<file path="src/rtl/system_0_sysid_reader_pkg.sv">
// Shared types and constants for the system_0 sysid reader.
package system_0_sysid_reader_pkg;

  typedef enum logic [2:0] {
    ST_IDLE,
    ST_ID_REQ,
    ST_ID_WAIT,
    ST_TS_REQ,
    ST_TS_WAIT,
    ST_DONE
  } state_t;

  localparam logic SYSID_ADDR_ID = 1'b0;
  localparam logic SYSID_ADDR_TS = 1'b1;
  localparam int   TMO_WIDTH     = 8;

endpackage

</file>
<file path="src/rtl/system_0_sysid_reader_timeout.sv">
// Per-read cycle counter; expired is high during the LIMIT-th counted cycle.
module system_0_sysid_reader_timeout
  import system_0_sysid_reader_pkg::*;
#(
  parameter logic [TMO_WIDTH-1:0] LIMIT = 8'd255
) (
  input  logic clock,
  input  logic reset_n,
  input  logic clear,
  input  logic enable,
  output logic expired
);

  logic [TMO_WIDTH-1:0] count;

  always_ff @(posedge clock or negedge reset_n) begin
    if (!reset_n) begin
      count <= '0;
    end else if (clear) begin
      count <= '0;
    end else if (enable) begin
      count <= count + 1'b1;
    end
  end

  // count holds the number of cycles already spent, so LIMIT-1 marks the last allowed cycle
  assign expired = enable && (count == LIMIT - 1'b1);

endmodule

</file>
<file path="src/rtl/system_0_sysid_reader.sv">
// Avalon-MM master that reads the sysid ID and timestamp words and checks them
// against build-time expected values, with a per-read timeout.
module system_0_sysid_reader
  import system_0_sysid_reader_pkg::*;
#(
  parameter logic [31:0] EXPECTED_ID        = 32'd0,
  parameter logic [31:0] EXPECTED_TIMESTAMP = 32'd1740511524,
  parameter int          TIMEOUT_CYCLES     = 255,
  parameter bit          USE_READDATAVALID  = 1'b0,
  parameter bit          AUTO_START         = 1'b1
) (
  input  logic        clock,
  input  logic        reset_n,
  input  logic        start,
  output logic        avm_address,
  output logic        avm_read,
  input  logic        avm_waitrequest,
  input  logic        avm_readdatavalid,
  input  logic [31:0] avm_readdata,
  output logic [31:0] id_value,
  output logic [31:0] timestamp_value,
  output logic        busy,
  output logic        done,
  output logic        id_ok,
  output logic        ts_ok,
  output logic        timeout_err
);

  state_t state;
  logic   auto_pend;
  logic   in_req, in_wait, in_id;
  logic   accept, capture;
  logic   tmo_en, tmo_clear, tmo_hit;

  always_comb begin
    in_req    = (state == ST_ID_REQ) || (state == ST_TS_REQ);
    in_wait   = (state == ST_ID_WAIT) || (state == ST_TS_WAIT);
    in_id     = (state == ST_ID_REQ) || (state == ST_ID_WAIT);
    accept    = in_req && !avm_waitrequest;
    capture   = USE_READDATAVALID ? (in_wait && avm_readdatavalid) : accept;
    tmo_en    = in_req || in_wait;
    tmo_clear = !tmo_en || (in_id && capture);
  end

  system_0_sysid_reader_timeout #(
    .LIMIT(TMO_WIDTH'(TIMEOUT_CYCLES))
  ) u_timeout (
    .clock  (clock),
    .reset_n(reset_n),
    .clear  (tmo_clear),
    .enable (tmo_en),
    .expired(tmo_hit)
  );

  always_ff @(posedge clock or negedge reset_n) begin
    if (!reset_n) begin
      state           <= ST_IDLE;
      auto_pend       <= AUTO_START;
      avm_read        <= 1'b0;
      avm_address     <= SYSID_ADDR_ID;
      id_value        <= '0;
      timestamp_value <= '0;
      busy            <= 1'b0;
      done            <= 1'b0;
      id_ok           <= 1'b0;
      ts_ok           <= 1'b0;
      timeout_err     <= 1'b0;
    end else begin
      case (state)
        ST_IDLE, ST_DONE: begin
          if (start || (state == ST_IDLE && auto_pend)) begin
            state           <= ST_ID_REQ;
            auto_pend       <= 1'b0;
            avm_read        <= 1'b1;
            avm_address     <= SYSID_ADDR_ID;
            id_value        <= '0;
            timestamp_value <= '0;
            busy            <= 1'b1;
            done            <= 1'b0;
            id_ok           <= 1'b0;
            ts_ok           <= 1'b0;
            timeout_err     <= 1'b0;
          end
        end
        ST_ID_REQ, ST_ID_WAIT, ST_TS_REQ, ST_TS_WAIT: begin
          if (capture) begin
            if (in_id) begin
              id_value    <= avm_readdata;
              state       <= ST_TS_REQ;
              avm_read    <= 1'b1;
              avm_address <= SYSID_ADDR_TS;
            end else begin
              timestamp_value <= avm_readdata;
              state           <= ST_DONE;
              avm_read        <= 1'b0;
              avm_address     <= SYSID_ADDR_ID;
              busy            <= 1'b0;
              done            <= 1'b1;
              id_ok           <= (id_value == EXPECTED_ID);
              ts_ok           <= (avm_readdata == EXPECTED_TIMESTAMP);
            end
          end else if (tmo_hit) begin
            // an accepted-but-unanswered pipelined read also times out; its late reply is dropped
            state       <= ST_DONE;
            avm_read    <= 1'b0;
            avm_address <= SYSID_ADDR_ID;
            busy        <= 1'b0;
            done        <= 1'b1;
            timeout_err <= 1'b1;
            id_ok       <= !in_id && (id_value == EXPECTED_ID);
            ts_ok       <= 1'b0;
          end else if (accept && USE_READDATAVALID) begin
            state    <= in_id ? ST_ID_WAIT : ST_TS_WAIT;
            avm_read <= 1'b0;
          end
        end
        default: state <= ST_IDLE;
      endcase
    end
  end

endmodule
</file>
<file path="config.mk">
export PLATFORM = sky130hd
export DESIGN_NAME = system_0_sysid_reader
export DESIGN_NICKNAME = d
export VERILOG_FILES = /design/src/rtl/system_0_sysid_reader_pkg.sv /design/src/rtl/system_0_sysid_reader_timeout.sv /design/src/rtl/system_0_sysid_reader.sv
export SDC_FILE = /design/constraint.sdc
export NUM_CORES = 1
export LEC_CHECK = 0
export CORE_ASPECT_RATIO = 1.2
export CORE_MARGIN = 8
export CORE_UTILIZATION = 47
export CTS_CLUSTER_DIAMETER = 40
export DETAILED_ROUTE_END_ITERATION = 16
export HOLD_SLACK_MARGIN = 0.02
export MAX_ROUTING_LAYER = met4
export PLACE_DENSITY = 0.92
export SETUP_SLACK_MARGIN = 0.3
export SLEW_MARGIN = 25
export SYNTH_ARGS = -nofsm -noshare
export SYNTH_HDL_FRONTEND = slang
export SYNTH_SLANG_ARGS = --single-unit
</file>
<file path="constraint.sdc">
create_clock -name clock -period 1.95 [get_ports clock]
set_clock_uncertainty 0.05 [all_clocks]
set_input_delay 0.4875 -clock clock [delete_from_list [all_inputs] [get_ports clock]]
set_output_delay 0.4875 -clock clock [all_outputs]
set_load 0.1 [all_outputs]
</file>
# Word-level counts from Yosys, hierarchy flattened
# Cells that the tools add are included.
# totals
out_inout_bits	71
register_bits	83
inputBits	37
# classes
add_sub_neg	1
mux	37
eq_ne	15
reduce_logical	27
# ops
operator	n
$mux 32	5
$pmux 32 s2	2
$eq 32x31->1 const B	1
$logic_not 32->1	1
$mux 1	16
$mux 8	2
$reduce_and 4->1	4
$pmux 1 s2	7
$mux 3	4
$ne 2x2->1 const B	6
$add 8x1->8 const B	1
$eq 8x8->1 const B	1
$eq 3x2->1 const B	2
$eq 3x3->1 const B	2
$logic_or 1x1->1	6
$ne 3x3->1 const B	2
$pmux 3 s2	1
$logic_and 1x1->1	5
$reduce_and 2->1	2
$reduce_bool 2->1	2
$reduce_or 4->1	1
$eq 3x1->1 const B	1
$logic_not 1->1	3
$logic_not 3->1	1
2 further kinds	2

# Depth between registers and ports, before layout
# Gate-level depths: netlist of run 1.
# logic_depth
ltp_word	7
mapped_depth	8
depth_no_buf	7

# Hierarchy
# Synthesis of run 1 repeated with hierarchy kept, for this count alone.
# hier_totals
cells_unflattened	341
area_unflattened_um2	3759.9
# by_module_without_submodules
module	cells_each	n_inst	area_each_um2
system_0_sysid_reader	300	1	3348.2
system_0_sysid_reader_timeout	41	1	411.6

# Worst setup path after synthesis of run 1
# OpenSTA, ideal clock, no wires.
# synth_timing
path_kind	flip-flop to flip-flop
startpoint	register state[2]
endpoint	register timestamp_value[10]
required_ns	1.775
setup_ns	0.125
synth_period_minus_slack_ns	1.758
path_stages_with_launch	9
path_slack_ns	0.192
path_buffers	3
arrival_time_ns	1.583
cell_sequence	dfrtp_1 -> buf_4 -> nor3b_4 -> nand2_1 -> a221o_1 -> buf_4 -> buf_2 -> nand2_1 -> o21ai_1
# synth_via
elab_chain_len	5
word_cells_on_any_way	19
cone_classes	eq/ne: 8; mux: 1; reduce/logical: 10
# synth_rtl
item	line_no	text
start, declared	system_0_sysid_reader.sv:29	state_t state;
start signal, assigned	system_0_sysid_reader.sv:113	state <= in_id ? ST_ID_WAIT : ST_TS_WAIT;
$eq 3x1->1 (tied with other cells)	system_0_sysid_reader.sv:36, system_0_sysid_reader.sv:38, system_0_sysid_reader.sv:69	
$logic_or 1x1->1 or $logic_and 1x1->1 (tied branches)	system_0_sysid_reader.sv:36, system_0_sysid_reader.sv:71	
$logic_and 1x1->1 or $logic_or 1x1->1 (tied branches)	system_0_sysid_reader.sv:39, system_0_sysid_reader.sv:71	
$ne 2x2->1 (no line)	--	
$reduce_and 4->1 (no line)	--	
end signal, assigned	system_0_sysid_reader.sv:93	timestamp_value <= avm_readdata;
end, declared	system_0_sysid_reader.sv:21	output logic [31:0] timestamp_value,
# Several ways; a longest one is shown, not always the timed one.
# A chain may end at the register's enable or synchronous reset.

# Worst setup path in the final report of run 1
# layout_timing
startpoint	register state[2]
endpoint	register id_value[27]
# layout_via
elab_chain_len	5
word_cells_on_any_way	19
cone_classes	eq/ne: 8; mux: 1; reduce/logical: 10
# layout_rtl
item	line_no	text
$eq 3x1->1 (tied with other cells)	system_0_sysid_reader.sv:36, system_0_sysid_reader.sv:38, system_0_sysid_reader.sv:69	
$logic_or 1x1->1 or $logic_and 1x1->1 (tied branches)	system_0_sysid_reader.sv:36, system_0_sysid_reader.sv:71	
$logic_and 1x1->1 or $logic_or 1x1->1 (tied branches)	system_0_sysid_reader.sv:39, system_0_sysid_reader.sv:71	
$ne 2x2->1 (no line)	--	
$reduce_and 4->1 (no line)	--	
end signal, assigned	system_0_sysid_reader.sv:88	id_value <= avm_readdata;
end, declared	system_0_sysid_reader.sv:20	output logic [31:0] id_value,
# Several ways; a longest one is shown, not always the timed one.

==> run_results.csv, run 1 <==
group,metric,value,unit
placed_design,place_congestion,0.9018,
timing,setup_ws,-126.7,ps
placed_design,io_buffers,106,
run,maxCapViolations,0,
logic_synthesis,netlist_instances,360,
routing,via_per_inst,5.958,
cells_and_area,area_growth,80.83,%
die,die_h,110.7,um
logic_synthesis,yosysWarnings,0,
setup_path,critical_path_class,"reg2reg",
timing,period_share,106.5,%
setup_path,rrSetupSlack,-130,ps
setup_path,r2r-end,"id_value[27]",
die,start_util,48.55,%
clocking,cts_tree,"done",
die,ios,108,
cells_and_area,final_area,6349,um2
run_status,status,"complete, but fails checks",
cells_and_area,final_core_util,87.79,%
logic_synthesis,yosysSeqAreaShare,59.19,%
routing,wl,13.76,mm
logic_synthesis,syn_area,3511,um2
setup_path,critPathArrivalTime,2270,ps
setup_path,worstSetupEndpointType,"register",
routing,first_pass_iters,5,
global_routing,gr-total-overflow,0,
logic_synthesis,yosysTopAreaCell,"dfrtp_1",
timing,fmax,481.5,MHz
die,dieArea,10500,um2
placed_design,pre_cts_slack,-294.9,ps
setup_path,start_kind,"register",
timing,grt_setup_unrepaired,"yes",
logic_synthesis,synth_nets,399,
logic_synthesis,synth_top_area_share,58.45,%
clocking,clock-sinks,83,
timing,max_slew_margin,62.51,%
timing,period_minus_slack,2077,ps
worst_hold_path,holdCritPathClass,"in2async",
routing,wire_per_inst,23.08,um
global_routing,grt_max_degree,37,
timing,slew_violations,0,
clocking,cts_buffers,9,
die,core-area,7232,um2
setup_path,r2r-start,"state[2]",
clocking,clk_pin_slew_worst_paths,100,ps
global_routing,grt_usage,23.83,%
global_routing,grt_pass1_wl,18.82,mm
cells_and_area,antenna_cells,0,
clocking,cts-root-buf,"clkbuf_8",
setup_path,cp.required,2140,ps
run_status,violations,"negative setup slack",
logic_synthesis,synth_flop_cell,"dfrtp_1",
routing,drtIter0Drc,190,
setup_path,cp_max_fo,10,
timing,fin_setup_tns,-199.9,ps
die,placementRows,34,
logic_synthesis,synth_edf_count,0,
die,die_width,94.90,um
clocking,cts_buffer_depth,2,
logic_synthesis,synth_area_leaders,"dfrtp_1, nand2_1, o21ai_1",
setup_path,ff2ff_path_depth,7,
cells_and_area,n_fill_cell,306,
cells_and_area,drive_above_1_share,39.53,%
cells_and_area,finalNetCount,540,
logic_synthesis,async_reset_ff_share,100.0,%
clocking,insertion_delay,380,ps
placed_design,placed_area,5550,um2
timing,worst_pin_slew,557.3,ps
clocking,htreeDepth,3,
timing,hold_viol,0,
global_routing,grt_pass1_vias,3541,
placed_design,hpwl,8.246,mm
timing,setup_viol,6,
routing,num_vias,3551,
logic_synthesis,synth.avg_cell_area,9.752,um2
logic_synthesis,ys_ff_latch,83,
global_routing,antenna_found_initial,0,
routing,detail-route-antenna-nets,0,
logic_synthesis,synthDistinctLibCells,42,
routing,drc,0,
[layout make-up]
class	count	area, um2	share of cell area, %
Inverter	4	15.01	0.2365
Sequential cell	83	2079	32.76
Multi-Input combinational cell	254	1590	25.05
Tap cell	90	112.6	1.774
Timing Repair Buffer	149	2330	36.70
Clock inverter	4	56.30	0.8869
Clock buffer	12	165.2	2.601
[layer usage]
| layer | share of wire, % | GRT usage, % | up-vias | wire (um) |
|---|---|---|---|---|
| li1 | - | - | 1522 | - |
| met4 | 4.9 | 11.59 | 0 | 674 |
| met1 | 35 | 25.71 | 1785 | 4796 |
| met5 | 0 | - | - | 0 |
| met3 | 6.0 | 5.149 | 52 | 829 |
| met2 | 54 | 40.06 | 192 | 7457 |
[sequential cells by signal, summed over array words and instances, names as in the netlist, 3 cells and up]
signal / count
timestamp_value: 32
state: 3
u_timeout.count: 8
id_value: 32
[how the worst max path moves through the flow]
stage	from	to
global route	state[2]	id_value[27]
detailed placement	avm_waitrequest	timestamp_value[6]
global placement	avm_readdata[4]	ts_ok
floorplan	state[2]	timestamp_value[30]
CTS	auto_pend	id_value[3]
finish	state[2]	id_value[27]
[cells by family after synthesis]
group / Yosys count / share of synthesized area, %
xor gates and xnor gates: 6 / 1.497
buffers and inverters: 23 / 3.920
and+or+nand+nor: 161 / 20.63
muxes: 3 / 1.283
AOI/OAI and AO/OA: 82 / 12.76
DFF: 83 / 59.19
adders and majority gates: 2 / 0.7126
[stage by stage]
step / hold WS [ps] / std cells
2_1_floorplan: 141.9 / 360
3_3_place_gp: 346.0 / 563
3_5_place_dp: 349.7 / 563
4_1_cts: 474.5 / 589
5_1_grt: 522.7 / 596
6_report: 501.0 / 596
[repair_timing]
item,CTS,global route
buffers inserted,6,2
pin swaps,7,16
gates cloned,3,5
resized for setup,17,86
setup endpoints to repair,73,77
hold buffers,1,0
hold endpoints to repair,20,0
[synthesized netlist by cell type, drive strengths merged (3+ instances only)]
| cell | count |
|---|---|
| nand2 | 107 |
| dfrtp | 82 |
| o21ai | 68 |
| nor2 | 16 |
| buf | 14 |
| nor4 | 9 |
| clkbuf | 5 |
| nor3 | 5 |
| inv | 4 |
| nand3 | 4 |
| nand4 | 4 |
| nand2b | 3 |
| o21a | 3 |
| xnor2 | 3 |
| xor2 | 3 |
[cells in the final DEF, fill, tap and decap left out, drive strengths merged, types with 2 or more instances in the layout]
cell type	netlist	final
a211o	2	2
a21o	2	2
a21oi	2	2
and3	2	2
buf	14	109
clkbuf	5	16
clkdlybuf4s50	0	33
clkinv	0	2
dfrtp	82	82
ha	2	2
inv	4	5
mux2	2	2
nand2	107	107
nand2b	3	3
nand3	4	4
nand4	4	4
nor2	16	16
nor3	5	5
nor4	9	9
nor4b	2	2
o21a	3	3
o21ai	68	68
or2	2	2
xnor2	3	3
xor2	3	3
[critical path, stage by stage (launching register included)]
cell,delay [ps]
dfrtp_1,410
or3_4,380
a211o_1,320
buf_6,140
nand3_4,100
bufbuf_16,290
nand2_1,70
o21ai_0,180
Power of run 1 is not shown: default switching activity piles up to over one toggle a cycle in this logic, so the estimate is an artifact.
==> inputs of run 2 (changes only) <==
--- a/config.mk
+++ b/config.mk
@@ -13,6 +13,7 @@
 export HOLD_SLACK_MARGIN = 0.02
 export MAX_ROUTING_LAYER = met4
 export PLACE_DENSITY = 0.92
+export REMOVE_ABC_BUFFERS = 1
 export SETUP_SLACK_MARGIN = 0.3
 export SLEW_MARGIN = 25
 export SYNTH_ARGS = -nofsm -noshare
==> run 2 against run 1 <==
The flow still finishes with violations (negative setup slack). Largest cell class unchanged. Via count grew 10%. Global-route usage shrank 0.36 points. Cell count grew 2.3%. Core utilization grew 5.7 points. Highest routed layer unchanged. Critical path depth shrank 1. Routed wire length grew 24%. Clock-buffer cell count is the same. Register-to-register slack is essentially flat. First-iteration DRC count grew 89%. Setup slack gained 12 ps. Die area is the same.
==> run_results.csv, run 2 (same netlist as run 1, synthesis figures left out) <==
group,metric,value,unit
run_status,status,"complete, but fails checks",
run_status,violations,"negative setup slack",
placed_design,io_buffers,106,
clocking,cts-root-buf,"clkbuf_8",
routing,via_per_inst,6.403,
timing,slew_violations,0,
cells_and_area,n_fill_cell,213,
routing,wire_per_inst,27.88,um
timing,setup_ws,-115.1,ps
setup_path,cp.required,2140,ps
setup_path,cp_slowest_cell,"dfrtp_1",
timing,whs,508.6,ps
worst_hold_path,holdCritPathClass,"reg2reg",
die,dieArea,10500,um2
global_routing,grt_max_degree,47,
clocking,htreeDepth,3,
timing,hold_viol,0,
setup_path,slowest_delay,410,ps
timing,max_slew_margin,61.51,%
setup_path,worstSetupEndpointType,"register",
placed_design,placed_area,5504,um2
timing,setup_viol,48,
routing,wl,17.01,mm
routing,num_vias,3906,
cells_and_area,mostFrequentLayoutCells,"dfrtp_1, buf_12, nand2_1",
timing,fmax,484.2,MHz
cells_and_area,antenna_cells,0,
routing,drc,0,
routing,detail-route-antenna-nets,0,
placed_design,hpwl,8.216,mm
setup_path,r2r-start,"state[2]",
cells_and_area,drive_above_1_share,49.62,%
die,placementRows,34,
die,core-area,7232,um2
timing,worst_pin_slew,572.0,ps
cells_and_area,final_core_util,93.53,%
clocking,insertion_delay,350,ps
clocking,clock-sinks,83,
cells_and_area,mostFrequentLayoutCell,"dfrtp_1",
routing,drtIter0Drc,359,
global_routing,grt_pass1_wl,18.59,mm
global_routing,gr-total-overflow,0,
cells_and_area,area_growth,92.66,%
cells_and_area,final_area,6764,um2
setup_path,critical_path_class,"reg2reg",
die,ios,108,
placed_design,place_congestion,0.8762,
cells_and_area,register_area,2078,um2
worst_hold_path,worstHoldStart,"timestamp_value[8]",
cells_and_area,finalNetCount,554,
cells_and_area,reg_top3,"id_value (32), timestamp_value (32), u_timeout.count (8)",
die,die_h,110.7,um
setup_path,crit_chain,"buf_6 -> nand2b_1 -> or2_2 -> o21ai_0 -> nor2_2 -> mux2_2",
timing,period_minus_slack,2065,ps
clocking,cts_buffer_depth,2,
global_routing,grt_pass1_vias,3586,
run,maxCapViolations,0,
setup_path,rrSetupSlack,-120,ps
setup_path,critPathArrivalTime,2260,ps
global_routing,antenna_found_initial,0,
clocking,cts_buffers,9,
cells_and_area,multiInputGateArea,1797,um2
global_routing,grt_usage,23.47,%
die,die_width,94.90,um
setup_path,start_kind,"register",
timing,grt_setup_unrepaired,"yes",
timing,period_share,105.9,%
clocking,clk_pin_slew_worst_paths,90,ps
setup_path,crit_start,"state[2]",
setup_path,cp_max_fo,6,
die,start_util,48.55,%
clocking,cts_tree,"done",
placed_design,pre_cts_slack,-300.9,ps
routing,first_pass_iters,7,
## run 2: changes by cell type in the layout (fill, tap and decap cells not counted), moves of 2 or more
cell and change:
nand2_1 -22, o21ai_2 +18, nand2_2 +14, o21ai_0 -9, o21ai_1 -9, nand2_4 +8, buf_6 +7, clkbuf_16 +6
clkinv_4 -2
## run 2: critical path: cells and delay by family, from the launching register on
| kind | cells | cell delay [ps] |
|---|---|---|
| AND/OR/NAND/NOR | 3 | 690 |
| flip-flops | 1 | 410 |
| AO/OA/AOI/OAI | 1 | 360 |
| multiplexers | 1 | 300 |
| buffers and inverters | 1 | 150 |
## run 2: what timing repair did
action,CTS,global route
hold buffers,1,0
setup buffers,7,9
endpoints found under the hold margin,26,0
gates resized for setup,21,159
endpoints found under the setup margin,74,74
gates cloned,2,14
pin swaps,5,31
## run 2: metrics by stage
stage | instances | TNS, ps
6_report | 610 | -1477
5_1_grt | 610 | -3455
4_1_cts | 587 | 0
3_5_place_dp | 561 | -16530
3_3_place_gp | 561 | -13290
2_1_floorplan | 341 | -54020
## run 2: layer usage
layer  vias up  wire (um)  track usage, %
met5         -          0               -
met4         0       1023           12.00
met3        90       1427           5.014
met1      1968       6077           25.89
met2       308       8477           38.62
li1       1540          -               -
## run 2: final cells by class
class	count	area share, %
clock buffers	12	2.294
clock inverters	4	1.073
inverters	4	0.2220
multi-input cells	254	26.56
flip-flops and latches	83	30.73
well taps	90	1.665
repair buffers	163	37.46
## run 2: path summary, 6_finish.rpt
check	end	cells past startpoint
worst max-delay path	id_ok	6
worst min-delay path	timestamp_value[8]	2
worst max register to register	id_ok	6
worst min register to register	timestamp_value[8]	2
max in group asynchronous	auto_pend	3
min in group asynchronous	timestamp_value[8]	2
Power of run 2 is left out for the same reason.
